`config.mk`:
```
export PLATFORM = sky130hd
export DESIGN_NAME = uart_bus_bridge
export DESIGN_NICKNAME = d
export VERILOG_FILES = /design/src/rtl/uart_bus_bridge.sv
export SDC_FILE = /design/constraint.sdc
export NUM_CORES = 1
export LEC_CHECK = 0
export BUFFER_PORTS_ARGS = -buffer_cell sky130_fd_sc_hd__buf_4
export CORE_MARGIN = 10
export CORE_UTILIZATION = 35
export CTS_CLUSTER_DIAMETER = 80
export CTS_CLUSTER_SIZE = 25
export DETAILED_ROUTE_END_ITERATION = 7
export PLACE_DENSITY = 0.53
export SYNTH_ARGS = -nofsm -noshare
export SYNTH_HDL_FRONTEND = slang
export SYNTH_SLANG_ARGS = --single-unit
```
`constraint.sdc`:
```
create_clock -name Clk -period 7.2 [get_ports Clk]
set_input_delay 0.36 -clock Clk [delete_from_list [all_inputs] [get_ports Clk]]
set_output_delay 0.36 -clock Clk [all_outputs]
set_load 0.1 [all_outputs]
```
`src/rtl/uart_bus_bridge.sv`:
```
// UART (8N1) debug/loader bridge acting as a second bus initiator.
// Host frames: 'W' a0..a3 d0..d3 or 'R' a0..a3; replies ACK/NAK, plus read data on success.
module uart_bus_bridge #(
   parameter logic [15:0] DIV          = 16'd1458,
   parameter int unsigned BYTE_TIMEOUT = 20,
   parameter int unsigned BUS_TIMEOUT  = 255
) (
   input  logic        Clk,
   input  logic        Rst,
   input  logic        RX,
   output logic        TX,
   output logic        bus_req,
   output logic        bus_we,
   output logic [3:0]  bus_be,
   output logic [31:0] bus_addr,
   output logic [31:0] bus_wdata,
   input  logic        bus_gnt,
   input  logic        bus_rvalid,
   input  logic [31:0] bus_rdata,
   input  logic        bus_err,
   output logic        busy
);
   localparam logic [7:0]  CMD_W       = 8'h57;
   localparam logic [7:0]  CMD_R       = 8'h52;
   localparam logic [7:0]  ACK         = 8'h06;
   localparam logic [7:0]  NAK         = 8'h15;
   localparam logic [15:0] DIV_LD      = DIV - 16'd1;
   localparam logic [15:0] HALF_LD     = (DIV >> 1) - 16'd1;
   localparam logic [31:0] BYTE_TMO_LD = 32'(BYTE_TIMEOUT) * 32'(DIV) - 32'd1;
   localparam logic [31:0] BUS_TMO_LD  = 32'(BUS_TIMEOUT) - 32'd1;
   localparam logic [42:0] NAK_RESP    = {3'd1, 32'd0, NAK};

   // ------------------------------------------------------------------ RX
   typedef enum logic [1:0] {RX_IDLE, RX_START, RX_DATA, RX_STOP} rx_state_t;

   rx_state_t   rx_state_q;
   logic        rx_s1_q, rx_s2_q, rx_prev_q;
   logic [15:0] rx_cnt_q;
   logic [2:0]  rx_bit_q;
   logic [7:0]  rx_sh_q;
   logic        rx_valid_q, rx_ferr_q;

   always_ff @(posedge Clk) begin
      if (Rst) begin
         rx_s1_q    <= 1'b1;
         rx_s2_q    <= 1'b1;
         rx_prev_q  <= 1'b1;
         rx_state_q <= RX_IDLE;
         rx_cnt_q   <= '0;
         rx_bit_q   <= '0;
         rx_sh_q    <= '0;
         rx_valid_q <= 1'b0;
         rx_ferr_q  <= 1'b0;
      end else begin
         rx_s1_q    <= RX;
         rx_s2_q    <= rx_s1_q;
         rx_prev_q  <= rx_s2_q;
         rx_valid_q <= 1'b0;
         rx_ferr_q  <= 1'b0;
         case (rx_state_q)
            RX_IDLE: begin
               if (rx_prev_q && !rx_s2_q) begin
                  rx_state_q <= RX_START;
                  rx_cnt_q   <= HALF_LD;
               end
            end
            RX_START: begin
               if (rx_cnt_q == '0) begin
                  rx_cnt_q   <= DIV_LD;
                  rx_bit_q   <= '0;
                  rx_state_q <= rx_s2_q ? RX_IDLE : RX_DATA;
               end else begin
                  rx_cnt_q <= rx_cnt_q - 16'd1;
               end
            end
            RX_DATA: begin
               if (rx_cnt_q == '0) begin
                  rx_sh_q  <= {rx_s2_q, rx_sh_q[7:1]};
                  rx_cnt_q <= DIV_LD;
                  rx_bit_q <= rx_bit_q + 3'd1;
                  if (rx_bit_q == 3'd7) rx_state_q <= RX_STOP;
               end else begin
                  rx_cnt_q <= rx_cnt_q - 16'd1;
               end
            end
            RX_STOP: begin
               if (rx_cnt_q == '0) begin
                  rx_valid_q <= rx_s2_q;
                  rx_ferr_q  <= !rx_s2_q;
                  rx_state_q <= RX_IDLE;
               end else begin
                  rx_cnt_q <= rx_cnt_q - 16'd1;
               end
            end
            default: rx_state_q <= RX_IDLE;
         endcase
      end
   end

   // ------------------------------------------------------------------ TX
   logic        tx_q, tx_busy_q, tx_start_q;
   logic [8:0]  tx_sh_q;
   logic [15:0] tx_cnt_q;
   logic [3:0]  tx_bit_q;
   logic [39:0] resp_q;
   logic        tx_done, tx_accept;

   // Accepting on the last stop cycle lets queued bytes go out with no idle gap.
   assign tx_done   = tx_busy_q && (tx_cnt_q == '0) && (tx_bit_q == 4'd9);
   assign tx_accept = tx_start_q && (!tx_busy_q || tx_done);

   always_ff @(posedge Clk) begin
      if (Rst) begin
         tx_q      <= 1'b1;
         tx_busy_q <= 1'b0;
         tx_sh_q   <= '1;
         tx_cnt_q  <= '0;
         tx_bit_q  <= '0;
      end else if (tx_accept) begin
         tx_q      <= 1'b0;
         tx_busy_q <= 1'b1;
         tx_sh_q   <= {1'b1, resp_q[7:0]};
         tx_cnt_q  <= DIV_LD;
         tx_bit_q  <= '0;
      end else if (tx_busy_q) begin
         if (tx_cnt_q == '0) begin
            if (tx_bit_q == 4'd9) begin
               tx_busy_q <= 1'b0;
            end else begin
               tx_q     <= tx_sh_q[0];
               tx_sh_q  <= {1'b1, tx_sh_q[8:1]};
               tx_bit_q <= tx_bit_q + 4'd1;
               tx_cnt_q <= DIV_LD;
            end
         end else begin
            tx_cnt_q <= tx_cnt_q - 16'd1;
         end
      end
   end

   // ------------------------------------------------------------------ command FSM
   // state      | meaning
   // C_IDLE     | wait for 'W'/'R' command byte
   // C_ADDR     | collect 4 address bytes, LSB first
   // C_DATA     | collect 4 write-data bytes, LSB first
   // C_BUS_REQ  | bus_req high until gnt or bus timeout
   // C_BUS_RESP | wait for rvalid or bus timeout
   // C_RESP     | hand queued response bytes to TX
   // C_DRAIN    | wait for the last stop bit, then release busy
   typedef enum logic [2:0] {
      C_IDLE, C_ADDR, C_DATA, C_BUS_REQ, C_BUS_RESP, C_RESP, C_DRAIN
   } cmd_state_t;

   cmd_state_t  st_q;
   logic [1:0]  byte_cnt_q;
   logic [31:0] tmr_q;
   logic [2:0]  resp_left_q;
   logic        busy_q, bus_req_q, bus_we_q;
   logic [3:0]  bus_be_q;
   logic [31:0] bus_addr_q, bus_wdata_q;

   function automatic logic [42:0] mk_resp(input logic we, input logic err,
                                           input logic [31:0] rdata);
      if (err)     return NAK_RESP;
      else if (we) return {3'd1, 32'd0, ACK};
      else         return {3'd5, rdata, ACK};
   endfunction

   always_ff @(posedge Clk) begin
      if (Rst) begin
         st_q        <= C_IDLE;
         byte_cnt_q  <= '0;
         tmr_q       <= '0;
         resp_q      <= '0;
         resp_left_q <= '0;
         tx_start_q  <= 1'b0;
         busy_q      <= 1'b0;
         bus_req_q   <= 1'b0;
         bus_we_q    <= 1'b0;
         bus_be_q    <= '0;
         bus_addr_q  <= '0;
         bus_wdata_q <= '0;
      end else begin
         case (st_q)
            C_IDLE: begin
               if (rx_valid_q) begin
                  busy_q     <= 1'b1;
                  byte_cnt_q <= '0;
                  tmr_q      <= BYTE_TMO_LD;
                  if (rx_sh_q == CMD_W || rx_sh_q == CMD_R) begin
                     bus_we_q <= (rx_sh_q == CMD_W);
                     st_q     <= C_ADDR;
                  end else begin
                     {resp_left_q, resp_q} <= NAK_RESP;
                     tx_start_q            <= 1'b1;
                     st_q                  <= C_RESP;
                  end
               end
            end
            C_ADDR, C_DATA: begin
               if (rx_ferr_q) begin
                  {resp_left_q, resp_q} <= NAK_RESP;
                  tx_start_q            <= 1'b1;
                  st_q                  <= C_RESP;
               end else if (rx_valid_q) begin
                  tmr_q      <= BYTE_TMO_LD;
                  byte_cnt_q <= byte_cnt_q + 2'd1;
                  if (st_q == C_ADDR)
                     bus_addr_q <= {rx_sh_q, bus_addr_q[31:8]} & 32'hFFFF_FFFC;
                  else
                     bus_wdata_q <= {rx_sh_q, bus_wdata_q[31:8]};
                  if (byte_cnt_q == 2'd3) begin
                     if (st_q == C_ADDR && bus_we_q) begin
                        st_q <= C_DATA;
                     end else begin
                        st_q      <= C_BUS_REQ;
                        bus_req_q <= 1'b1;
                        bus_be_q  <= 4'hF;
                        tmr_q     <= BUS_TMO_LD;
                     end
                  end
               end else if (tmr_q == '0) begin
                  st_q   <= C_IDLE;
                  busy_q <= 1'b0;
               end else begin
                  tmr_q <= tmr_q - 32'd1;
               end
            end
            C_BUS_REQ: begin
               if (bus_gnt) begin
                  bus_req_q <= 1'b0;
                  bus_be_q  <= '0;
                  if (bus_rvalid) begin
                     {resp_left_q, resp_q} <= mk_resp(bus_we_q, bus_err, bus_rdata);
                     tx_start_q            <= 1'b1;
                     st_q                  <= C_RESP;
                  end else begin
                     tmr_q <= BUS_TMO_LD;
                     st_q  <= C_BUS_RESP;
                  end
               end else if (tmr_q == '0) begin
                  bus_req_q             <= 1'b0;
                  bus_be_q              <= '0;
                  {resp_left_q, resp_q} <= NAK_RESP;
                  tx_start_q            <= 1'b1;
                  st_q                  <= C_RESP;
               end else begin
                  tmr_q <= tmr_q - 32'd1;
               end
            end
            C_BUS_RESP: begin
               if (bus_rvalid) begin
                  {resp_left_q, resp_q} <= mk_resp(bus_we_q, bus_err, bus_rdata);
                  tx_start_q            <= 1'b1;
                  st_q                  <= C_RESP;
               end else if (tmr_q == '0) begin
                  {resp_left_q, resp_q} <= NAK_RESP;
                  tx_start_q            <= 1'b1;
                  st_q                  <= C_RESP;
               end else begin
                  tmr_q <= tmr_q - 32'd1;
               end
            end
            C_RESP: begin
               if (tx_accept) begin
                  resp_q      <= {8'h00, resp_q[39:8]};
                  resp_left_q <= resp_left_q - 3'd1;
                  if (resp_left_q == 3'd1) begin
                     tx_start_q <= 1'b0;
                     st_q       <= C_DRAIN;
                  end
               end
            end
            C_DRAIN: begin
               if (tx_done) begin
                  busy_q <= 1'b0;
                  st_q   <= C_IDLE;
               end
            end
            default: st_q <= C_IDLE;
         endcase
      end
   end

   assign TX        = tx_q;
   assign busy      = busy_q;
   assign bus_req   = bus_req_q;
   assign bus_we    = bus_we_q;
   assign bus_be    = bus_be_q;
   assign bus_addr  = bus_addr_q;
   assign bus_wdata = bus_wdata_q;

endmodule

```
# == After elaboration in Yosys (flattened, before gate mapping) ==
# Cells that the tools add are included.
# totals
reg_bits,214
inputBits,38
out_inout_bits,72
wordCells,233
# classes
add_sub_neg,7
n_eq_ne,42
mux,108
n_bitwise,5
n_reduce_logical,44
# op_table
cell,count
40-bit 2-to-1 mux,8
32-bit 2-to-1 mux,7
40-bit case mux with 5 select lines,1
32-bit case mux with 4 select lines,1
43-bit 2-to-1 mux,2
16-bit 2-to-1 mux,5
3-bit 2-to-1 mux,22
16-bit case mux with 3 select lines,1
2-bit != test (second input constant),21
16-bit logical NOT,2
32-bit logical NOT,1
8-bit 2-to-1 mux,4
16-bit by 1-bit subtractor with 16-bit output (second input constant),2
32-bit by 1-bit subtractor with 32-bit output (second input constant),1
15-bit 2-to-1 mux,2
1-bit 2-to-1 mux,29
4-bit 2-to-1 mux,6
6-bit AND reduction,4
11-bit 2-to-1 mux,2
2-bit 2-to-1 mux,9
3-bit case mux with 6 select lines,1
8-bit by 7-bit equality test with 1-bit output (second input constant),2
3-bit case mux with 5 select lines,1
3-bit equality test (second input constant),4
35 further kinds,68

# == Logic depth before layout (Yosys ltp) ==
# Gate-level depths: netlist of run 1.
# depth
depth_word,7
mapped_depth,10
mapped_depth_nobuf,8

# == Least setup slack after synthesis of run 1 ==
# No wires, ideal clock.
# synth_timing
kind,register to register
startpoint,reg rx_cnt_q[0]
endpoint,reg with a tool-made name
setup_time_ps,128
t_arrival_ps,2431
required_ps,7072
setup_slack_ps,4641
path_stages_with_launch,10
path_buffers,1
period_less_slack_ps,2559
path_cell_list,dfxtp_1 -> inv_1 -> ha_1 -> or4b_2 -> nor4_2 -> clkbuf_1 -> nand2_1 -> a211oi_1 -> mux2i_1 -> nor2_1
# synth_rtl
item,line,text
start: declaration,38,logic [15:0] rx_cnt_q;
start signal: assignment,73,rx_cnt_q <= rx_cnt_q - 16'd1;
start signal: assignment,83,rx_cnt_q <= rx_cnt_q - 16'd1;
start signal: assignment,92,rx_cnt_q <= rx_cnt_q - 16'd1;

# == Worst setup path after layout of run 1 ==
# layout_timing
startpoint,reg st_q[2]
endpoint,reg tmr_q[30]
# layout_between
elab_chain_cells,4
elab_cells_between_ends,13
cone_classes,eq/ne (8); mux (1); reduce/logical (4)
# layout_lines
item,line,text
start: declaration,154,cmd_state_t st_q;
start signal: assignment,171,st_q <= C_IDLE;
start signal: assignment,192,st_q <= C_ADDR;
start signal: assignment,196,st_q <= C_RESP;
3-bit by 1-bit equality test with 1-bit output or 3-bit by 2-bit equality test with 1-bit output (tied branches),184,case (st_q)
2-bit OR reduction,184,
4-bit nonzero test (no line) or 2-bit != test (tied branches),n/a,
5-bit AND reduction (no line),n/a,
end signal: assignment,226,tmr_q <= tmr_q - 32'd1;
end signal: assignment,248,tmr_q <= tmr_q - 32'd1;
end signal: assignment,261,tmr_q <= tmr_q - 32'd1;
end: declaration,156,logic [31:0] tmr_q;
# Several ways; a longest one is shown, not always the timed one.
# A chain may end at the register's enable or synchronous reset.

==> reports/metrics.cfg, run 1 <==
[clock_tree]
clkSinkCount=210
hold_buffers=0
cts-root-buf=clkbuf_16
clockBufferDepth=3
htreeDepth=1
worstSkewPairLatency_ns=0.50
cts_setup_buffers=0
cts_buffers=15
ctsResizeCount=0
cts_tree=yes
path_clk_slew_ns=0.10

[floorplanning]
ioPinCount=110
coreArea_mm2=0.0279
initial_utilization=0.357
die_y_um=189
dieArea_mm2=0.0356
std_cell_rows=61
die_width_um=189

[drt]
vias_per_cell=5.42
drt_iter0_drc=604
finalWirelength_um=27900
drt.antenna.violating_nets=0
vias=9078
post_drt_wl_per_cell_um=16.6
drt-pass1-iter-count=5
drc=0

[placement]
hpwl_um=19100
port_buffers=107
gp_congestion=0.850
place_area_mm2=0.0110

[setup_path]
critPathCaptureType=register
cp_max_fo=24
timing.setup.critical_path_class=register to register
worst_r2r_path_depth=6
required_ns=7.63
cp.arrival_ns=3.66
worst_setup_path_start_kind=register

[yosys]
synth-simple-area-share=0.239
ys.flop_type=dfxtp_1
synth_top_family_by_area=compound AO/OA/AOI/OAI gates
synth_area_mm2=0.00996
ys_ff_latch=210
synth_mux_area_frac=0.00201
ys_async_sr_fraction=0
ys_seq_area_frac=0.422
synth_xor_area_frac=0.0185
ys.warnings.count=0
synth_compound_area_frac=0.245
synth_cell_types=82
synth_area_per_cell_um2=8.06
synthAdderAreaFrac=0.0214
synth_edf_count=0
synth_cells=1236

[layout]
final_common_cell=dfxtp_1
drive_gt1_frac=0.139
insertedDiodeCount=0
design_area_mm2=0.0115
nets=1344
final_cell_mix=210 x dfxtp_1, 184 x nand2_1, 138 x a21oi_1, 126 x nor2_1, 122 x buf_4
syn_to_final_growth_pct=15.6
fin_util=0.412

[power]
power_density_mw_per_mm2=349
cellLeakagePower_nw=4.16
p_total_mw=4.02
ir_drop_uv=166

[outcome]
status=complete, no violations

[sta]
fmax_mhz=310
rsz0062_at_grt=no
setup_viol=0
fin_setup_tns_ns=0
post-route-period-util=0.448
tightestPinTransition_ns=1.04
final_max_slew_viol_count=0
final.setup_skew_ns=0.0210
min_period_ns=3.23
finalHoldViolCount=0
slew_headroom=0.306

[global_routing]
antenna_found_initial=0
gr-usage-all-layers=0.148
grt_pass1_wl_um=45400
grt_pass1_vias=8419
grt_overflow=0
grt_max_degree=94

[flow_run]
drv_cap=0

[worst_hold_path]
min_path_type=input port to register
holdPathStages=2

critical path, stage by stage, from the launching register on:
cell and delay, ns:
dfxtp_1 0.81, or3b_2 0.57, nor2_1 0.24, o21a_1 0.51, nand3_1 0.45, or3_1 0.48
nand3_1 0.08
kinds of logic (layout without fill, tap and decap cells):
| group | count (synthesis) | count (layout) |
|---|---|---|
| AND/OR/NAND/NOR | 501 | 501 |
| AO/OA/AOI/OAI | 370 | 370 |
| flip-flops | 210 | 210 |
| buffers and inverters | 114 | 175 |
| XOR/XNOR | 21 | 21 |
| adder cells (fa/ha/maj) | 17 | 17 |
| multiplexers | 2 | 2 |
| other | 1 | 2 |
layout make-up:
cell class | count | area [um2]
multi-input combinational | 913 | 5290
clock inverter | 10 | 134
fill | 2992 | 16400
tap | 378 | 473
timing repair buffer | 123 | 927
sequential | 210 | 4200
inverter | 26 | 97.6
clock buffer | 16 | 389
through the flow:
| step | std cells | hold WS (ns) | setup WS (ns) |
|---|---|---|---|
| after global routing | 1676 | 0.0528 | 3.73 |
| after detailed placement | 1650 | 0.402 | 4.06 |
| final | 1676 | 0.0609 | 3.97 |
| after CTS | 1676 | 0.0498 | 4.02 |
| after floorplan | 1237 | 0.389 | 4.64 |
| after global placement | 1650 | 0.398 | 4.11 |
worst paths after layout:
kind	slack, ns	endpoint	startpoint
max	3.97	tmr_q[30]$_SDFFE_PP0P_	st_q[2]$_SDFFE_PP0P_
min	0.06	rx_s1_q$_SDFF_PP1_	RX
max reg2reg	3.97	tmr_q[30]$_SDFFE_PP0P_	st_q[2]$_SDFFE_PP0P_
min reg2reg	0.42	rx_s2_q$_SDFF_PP1_	rx_s1_q$_SDFF_PP1_
power by group:
part | switching, mW | internal (mW)
logic | 1.04 | 0.565
clock network | 0.476 | 0.458
registers | 0.169 | 1.31
registers in the layout, summed over array words and instances (netlist names), 2 cells and up, named ones only:
signal       count
rx_sh_q          8
tmr_q           32
rx_bit_q         3
tx_bit_q         4
tx_cnt_q        16
rx_cnt_q        16
resp_q          40
bus_addr        30
byte_cnt_q       2
resp_left_q      3
tx_sh_q          8
bus_wdata       32
st_q             3
cell usage after synthesis, types with 13 or more instances:
library cell    n  share of area
ha_1           17          0.021
nor2_1        127          0.048
nand2_1       184          0.069
a22oi_1        25          0.019
a21oi_1       138          0.069
clkbuf_1       64          0.024
or4_1          15          0.011
nor4_1         18          0.011
nand3_1        29          0.015
o21ai_0        52          0.026
dfxtp_1       210           0.42
nor3_1         40          0.020
or3_1          17          0.011
a22o_1         24          0.021
inv_1          26         0.0098
xor2_1         13          0.011
routing by layer:
layer,global-route usage,routed length (um),vias to the layer above
li1,-,-,4589
met1,0.198,13100,4299
met2,0.246,13200,170
met3,0.0253,1340,20
met4,0.0238,242,0
met5,0,0,-
No activity file was read; power rests on OpenSTA's default activity.
==> inputs of run 2 (changes only) <==
--- a/config.mk
+++ b/config.mk
@@ -11,7 +11,7 @@
 export CTS_CLUSTER_DIAMETER = 80
 export CTS_CLUSTER_SIZE = 25
 export DETAILED_ROUTE_END_ITERATION = 7
-export PLACE_DENSITY = 0.53
+export PLACE_DENSITY = 0.55
 export SYNTH_ARGS = -nofsm -noshare
 export SYNTH_HDL_FRONTEND = slang
 export SYNTH_SLANG_ARGS = --single-unit
==> constraint.sdc (replaced) <==
create_clock -name Clk -period 2.6 [get_ports Clk]
set_input_delay 0.13 -clock Clk [delete_from_list [all_inputs] [get_ports Clk]]
set_output_delay 0.13 -clock Clk [all_outputs]
set_load 0.1 [all_outputs]
==> reports/metrics.cfg, run 2 (same netlist as run 1, synthesis figures left out) <==
[drt]
drc=0  ; unchanged
post_drt_wl_per_cell_um=16.2  ; -2.8%
finalWirelength_um=28800  ; +3.3%
vias=9486  ; +4.5%
drt_iter0_drc=671  ; +11%
vias_per_cell=5.33  ; -1.7%
drt-pass1-iter-count=5  ; unchanged
drt.antenna.violating_nets=0  ; unchanged

[clock_tree]
htreeDepth=1  ; unchanged
clkSinkCount=210  ; unchanged
cts-root-buf=clkbuf_16
clockBufferDepth=3  ; unchanged
cts_buffers=14  ; -1
cts_tree=yes
path_clk_slew_ns=0.10  ; about the same
worstSkewPairLatency_ns=0.50  ; about the same

[power]
comb_power_share=0.451  ; +0.051
cellLeakagePower_nw=4.69  ; +13%
swShare=0.399  ; -0.0207
power_frac_seq=0.331  ; -0.036
power_density_mw_per_mm2=969  ; +180%
power_frac_clock=0.218  ; -0.014
ir_drop_uv=540  ; +220%
internal_power_mw=7.26  ; +210%
power.switching_mw=4.82  ; +190%

[floorplanning]
std_cell_rows=61  ; unchanged
dieArea_mm2=0.0356  ; unchanged
coreArea_mm2=0.0279  ; unchanged
ioPinCount=110  ; unchanged
die_y_um=189  ; unchanged
initial_utilization=0.357  ; unchanged
die_width_um=189  ; unchanged

[sta]
setup_viol=0  ; unchanged
final_max_slew_viol_count=0  ; unchanged
final.setup_skew_ns=0.0445  ; +0.0235 ns
fin_setup_tns_ns=0  ; unchanged
finalHoldViolCount=0  ; unchanged
rsz0062_at_grt=yes
tightestPinTransition_ns=0.586  ; -0.454 ns
post-route-period-util=0.992  ; +0.544
fmax_mhz=388  ; +25%
min_period_ns=2.58  ; -0.649 ns
slew_headroom=0.607  ; +0.300
layout_setup_ws_ns=0.0205  ; -3.95 ns
whs_ns=0.0178  ; -0.0431 ns

[placement]
dp_slack_ns=0.0682  ; -4.00 ns
port_buffers=107  ; unchanged
place_area_mm2=0.0116  ; +5.2%
hpwl_um=20200  ; +5.7%
gp_congestion=0.864  ; +1.6%

[layout]
design_area_mm2=0.0125  ; +8.3%
final_common_cell=dfxtp_1
num-fill-cells=2846  ; -4.9%
insertedDiodeCount=0  ; unchanged
syn_to_final_growth_pct=25.2
final_cell_mix=209 x dfxtp_1, 197 x buf_4, 184 x nand2_1, 138 x a21oi_1, 126 x nor2_1
largest_register=resp_q
largest_reg_flops=40  ; unchanged
multi_input_comb_area_mm2=0.00534  ; +0.95%
register_area_mm2=0.00421  ; about the same
nets=1450  ; +7.9%
drive_gt1_frac=0.190  ; +0.0509

[global_routing]
antenna_found_initial=0  ; unchanged
grt_pass1_vias=8947  ; +6.3%
grt_max_degree=54  ; -43%
grt_pass1_wl_um=47100  ; +3.8%
gr-usage-all-layers=0.154  ; +0.00581
grt_overflow=0  ; unchanged

[setup_path]
required_ns=2.99  ; -4.64 ns
r2r-start=tmr_q[8]$_SDFFE_PP0P_
critPathCaptureType=register
worst_setup_path_start_kind=register
r2r-end=tmr_q[7]$_SDFFE_PP0P_
r2r_slack_ns=0.02  ; -3.95 ns
cp_max_fo=10  ; -58%
timing.setup.critical_path_class=register to register
crit_end=tmr_q[7]$_SDFFE_PP0P_
cp.arrival_ns=2.97  ; -0.69 ns
startpoint=tmr_q[8]$_SDFFE_PP0P_
worst_r2r_path_depth=7  ; +1

[worst_hold_path]
min_path_type=input port to register

[flow_run]
drv_cap=0  ; unchanged

[outcome]
status=complete, no violations

-- run 2: changes by cell type in the layout (fill, tap and decap cells not counted), moves of 2 or more --
cell | before | now
buf_12 | 0 | 2
buf_4 | 122 | 197
dlygate4sd3_1 | 0 | 29
inv_6 | 3 | 0
inv_8 | 3 | 1
nor4_1 | 18 | 16
nor4_2 | 0 | 2
or3_1 | 17 | 15
or3_4 | 1 | 3
-- run 2: metal layers --
metal | track usage | vias to the layer above | share of wire
li1 | - | 4782 | -
met1 | 0.208 | 4483 | 0.47
met2 | 0.255 | 195 | 0.48
met3 | 0.0210 | 26 | 0.040
met4 | 0.0317 | 0 | 0.015
met5 | 0 | - | 0
-- run 2: worst min-delay path by stage --
stage / startpoint / end / depth (start not counted)
detailed placement: RX / rx_s1_q$_SDFF_PP1_ / 2
CTS: bus_rdata[2] / resp_q[10]$_SDFFE_PP0P_ / 4
finish: bus_rdata[2] / resp_q[10]$_SDFFE_PP0P_ / 4
global placement: RX / rx_s1_q$_SDFF_PP1_ / 2
global route: bus_rdata[2] / resp_q[10]$_SDFFE_PP0P_ / 4
floorplan: RX / rx_s1_q$_SDFF_PP1_ / 1
-- run 2: layout make-up --
cell class | count | share of cell area
multi-input cells | 913 | 0.428
repair buffers | 230 | 0.146
flip-flops and latches | 210 | 0.337
inverters | 26 | 0.00783
well taps | 378 | 0.0379
clock inverters | 6 | 0.00993
clock buffers | 18 | 0.0326
-- run 2: timing repair --
action / 4_1_cts / 5_1_grt
hold buffers: 29 / 0
gates resized for setup: 0 / 12
setup endpoints to repair: 0 / 82
endpoints found under the hold margin: 29 / 0
buffers inserted: 0 / 4
-- run 2: critical path, cell delays in order (launching register included) --
cell and delay [ns]:
dfxtp_2 0.33, or4_4 0.54, or3_4 0.42, or4_4 0.64, buf_4 0.18, nand2_1 0.07
nor2_1 0.05, a311oi_1 0.26
-- run 2: power by group through the flow --
stage                     Combinational (mW)  Sequential (mW)  Clock [mW]
after floorplan                         3.50             4.02           0
after global placement                  5.22             4.05           0
after detailed placement                5.23             4.06           0
after CTS                               5.30             3.99        2.70
after global routing                    6.03             4.06        2.84
final                                   5.45             4.00        2.63
-- run 2: metrics by stage --
stage	total power [mW]	util	std cells
after global placement	9.27	0.414	1723
final	12.1	0.446	1781
after global routing	12.9	0.446	1781
after detailed placement	9.29	0.414	1723
after CTS	12.0	0.443	1776
after floorplan	7.52	-	1237
==> inputs of run 3 (changes only) <==
--- a/config.mk
+++ b/config.mk
@@ -5,13 +5,14 @@
 export SDC_FILE = /design/constraint.sdc
 export NUM_CORES = 1
 export LEC_CHECK = 0
+export ABC_AREA = 1
 export BUFFER_PORTS_ARGS = -buffer_cell sky130_fd_sc_hd__buf_4
 export CORE_MARGIN = 10
 export CORE_UTILIZATION = 35
 export CTS_CLUSTER_DIAMETER = 80
 export CTS_CLUSTER_SIZE = 25
 export DETAILED_ROUTE_END_ITERATION = 7
-export PLACE_DENSITY = 0.55
+export PLACE_DENSITY = 0.53
 export SYNTH_ARGS = -nofsm -noshare
 export SYNTH_HDL_FRONTEND = slang
 export SYNTH_SLANG_ARGS = --single-unit
==> constraint.sdc (replaced) <==
create_clock -name Clk -period 2.7 [get_ports Clk]
set_input_delay 0.135 -clock Clk [delete_from_list [all_inputs] [get_ports Clk]]
set_output_delay 0.135 -clock Clk [all_outputs]
set_load 0.1 [all_outputs]
==> reports/metrics.cfg, run 3 <==
[setup_path]
cp_slowest_cell=dfxtp_1
required_ns=3.07  ; +0.08 ns
critical_path.max_stage_delay_ns=0.35  ; -0.29 ns
r2r-end=resp_q[35]$_SDFFE_PP0P_
critPathCaptureType=register
startpoint=rx_sh_q[7]$_SDFFE_PP0P_
r2r-start=rx_sh_q[7]$_SDFFE_PP0P_
cp_max_fo=16  ; +6
worstPathCellList=inv_1, nand4_1, nor3_2, o21ai_0, nor2_1, nor2_2, nand2_4, clkinv_2, buf_4, nand2_1, a21oi_1
cp.arrival_ns=2.64  ; -0.33 ns
worst_setup_path_start_kind=register
worst_r2r_path_depth=11  ; +4
r2r_slack_ns=0.42  ; +0.40 ns
timing.setup.critical_path_class=register to register
crit_end=resp_q[35]$_SDFFE_PP0P_

[drt]
vias_per_cell=4.94  ; -7.3%
vias=10300  ; +8.4%
drt-pass1-iter-count=5  ; unchanged
post_drt_wl_per_cell_um=14.3  ; -11%
drt.antenna.violating_nets=0  ; unchanged
drc=0  ; unchanged
drt_iter0_drc=644  ; -4.0%
finalWirelength_um=29800  ; +3.5%

[floorplanning]
initial_utilization=0.356  ; -0.000361
std_cell_rows=63  ; +3.3%
ioPinCount=110  ; unchanged
dieArea_mm2=0.0377  ; +5.8%
coreArea_mm2=0.0298  ; +6.7%
die_width_um=194  ; +2.9%
die_y_um=194  ; +2.9%

[global_routing]
grt_pass1_vias=9657  ; +7.9%
grt_overflow=0  ; unchanged
gr-usage-all-layers=0.151  ; -0.00267
antenna_found_initial=0  ; unchanged
grt_max_degree=126  ; +130%
grt_pass1_wl_um=49500  ; +5.1%

[yosys]
ys_ff_latch=210  ; unchanged
ys_seq_area_frac=0.396  ; -0.0260
yosysMostFrequentCell=nand2_1
synth_area_per_cell_um2=6.66  ; -17%
synth_commonest_cells=390 x nand2_1, 214 x nor2_1, 210 x dfxtp_1, 164 x a21oi_1, 155 x inv_1
synth_edf_count=0  ; unchanged
ys.warnings.count=0  ; unchanged
synth_cells=1593  ; +29%
ys_async_sr_fraction=0  ; unchanged
synth_area_mm2=0.0106  ; +6.6%
synth_area_leaders=dfxtp_1 40%, nand2_1 14%, a21oi_1 7.7%
synth_top_cell_area_share=0.396  ; -0.0260
ys.flop_type=dfxtp_1
yosys.area.top_type=dfxtp_1
synth_cell_types=47  ; -43%

[clock_tree]
cts_setup_buffers=0  ; unchanged
cts_tree=yes
cts_buffers=15  ; +1
clockBufferDepth=3  ; unchanged
path_clk_slew_ns=0.10  ; about the same
clkSinkCount=210  ; unchanged
cts-root-buf=clkbuf_16
worstSkewPairLatency_ns=0.51  ; about the same
htreeDepth=1  ; unchanged

[layout]
largest_register=resp_q
largest_reg_flops=40  ; unchanged
design_area_mm2=0.0124  ; -0.80%
insertedDiodeCount=0  ; unchanged
final_cell_mix=390 x nand2_1, 212 x nor2_1, 210 x dfxtp_1, 164 x a21oi_1, 154 x inv_1
drive_gt1_frac=0.118  ; -0.0721
syn_to_final_growth_pct=16.5
nets=1740  ; +20%
final_cells=2082  ; +17%
final_common_cell=nand2_1

[sta]
post-route-period-util=0.843  ; -0.149
final.setup_skew_ns=0.0369  ; -0.00761 ns
final_max_slew_viol_count=0  ; unchanged
slew_headroom=0.508  ; -0.0984
fmax_mhz=439  ; +13%
rsz0062_at_grt=no
setup_viol=0  ; unchanged
whs_ns=0.00565  ; -0.0121 ns
fin_setup_tns_ns=0  ; unchanged
finalHoldViolCount=0  ; unchanged
tightestPinTransition_ns=0.737  ; +0.151 ns
min_period_ns=2.28  ; -0.304 ns

[power]
cellLeakagePower_nw=5.38  ; +15%
power_density_mw_per_mm2=776  ; -20%
ir_drop_uv=428  ; -21%

[placement]
hpwl_um=21100  ; +4.6%
dp_cells=2047  ; +19%
place_area_mm2=0.0118  ; +1.9%
port_buffers=107  ; unchanged
gp_congestion=0.864  ; unchanged

[outcome]
status=complete, no violations

[flow_run]
drv_cap=0  ; unchanged

[worst_hold_path]
min-delay-start=bus_rdata[28]
min_path_type=input port to register

run 3: cell types whose count changed after synthesis, sizes merged, moves of 25 or more:
cell    before  now
a21oi      138  164
o21ai       55  103
nand3       29  116
a22oi       25    0
nand2      184  399
nor2       127  224
clkbuf      64   34
inv         26  167
run 3: final cells by class:
class	count	area, um2
Timing Repair Buffer	143	1140
Fill cell	3180	17400
Tap cell	390	488
Clock buffer	15	375
Multi-Input combinational cell	1147	5430
Inverter	168	632
Sequential cell	210	4200
Clock inverter	9	97.6
run 3: how the worst min path moves through the flow:
stage                                          to  slack (ns)  depth (start not counted)
final                     resp_q[36]$_SDFFE_PP0P_       0.006                          5
after global routing      resp_q[31]$_SDFFE_PP0P_        0.02                          5
after floorplan                rx_s1_q$_SDFF_PP1_        0.24                          1
after detailed placement       rx_s1_q$_SDFF_PP1_        0.33                          2
after CTS                 resp_q[26]$_SDFFE_PP0P_       0.002                          5
after global placement         rx_s1_q$_SDFF_PP1_        0.33                          2
run 3: routing by layer:
metal | vias to the layer above | GRT usage | part of all wire
met5 | - | 0 | 0
met4 | 0 | 0.0295 | 0.014
met3 | 28 | 0.0233 | 0.036
met2 | 170 | 0.247 | 0.46
met1 | 4741 | 0.205 | 0.49
li1 | 5343 | - | -
run 3: where the power goes:
part | switching (mW) | internal [mW] | leakage [nW]
logic | 2.42 | 1.17 | 3.45
clock network | 1.27 | 1.09 | 0.229
registers | 0.257 | 3.39 | 1.70
run 3: repair_timing:
item / 4_1_cts / 5_1_grt
gates resized for setup: 0 / 1
hold buffers: 11 / 0
endpoints found under the hold margin: 11 / 0
endpoints found under the setup margin: 0 / 9
run 3: kinds of logic after synthesis:
family	count (synthesis)	synth area share
fa+ha+maj	17	0.0200
other cells	1	0.000353
xor+xnor	17	0.0140
compound gates	321	0.164
buf+inv	237	0.0934
simple gates	790	0.312
flops	210	0.396
run 3: worst max-delay path, delay by kind of cell (launching register included):
kind / cells / cell delay (ns)
buffers and inverters: 3 / 0.59
AO/OA/AOI/OAI: 2 / 0.30
flip-flops: 1 / 0.35
AND/OR/NAND/NOR: 6 / 0.89
run 3: metrics by stage:
stage               utilization  total power, mW  setup slack, ns
floorplan                     -             6.37            0.834
global placement          0.395             7.30            0.247
detailed placement        0.395             7.30            0.252
CTS                       0.415             9.72            0.220
global route              0.415             10.4            0.173
finish                    0.415             9.60            0.424
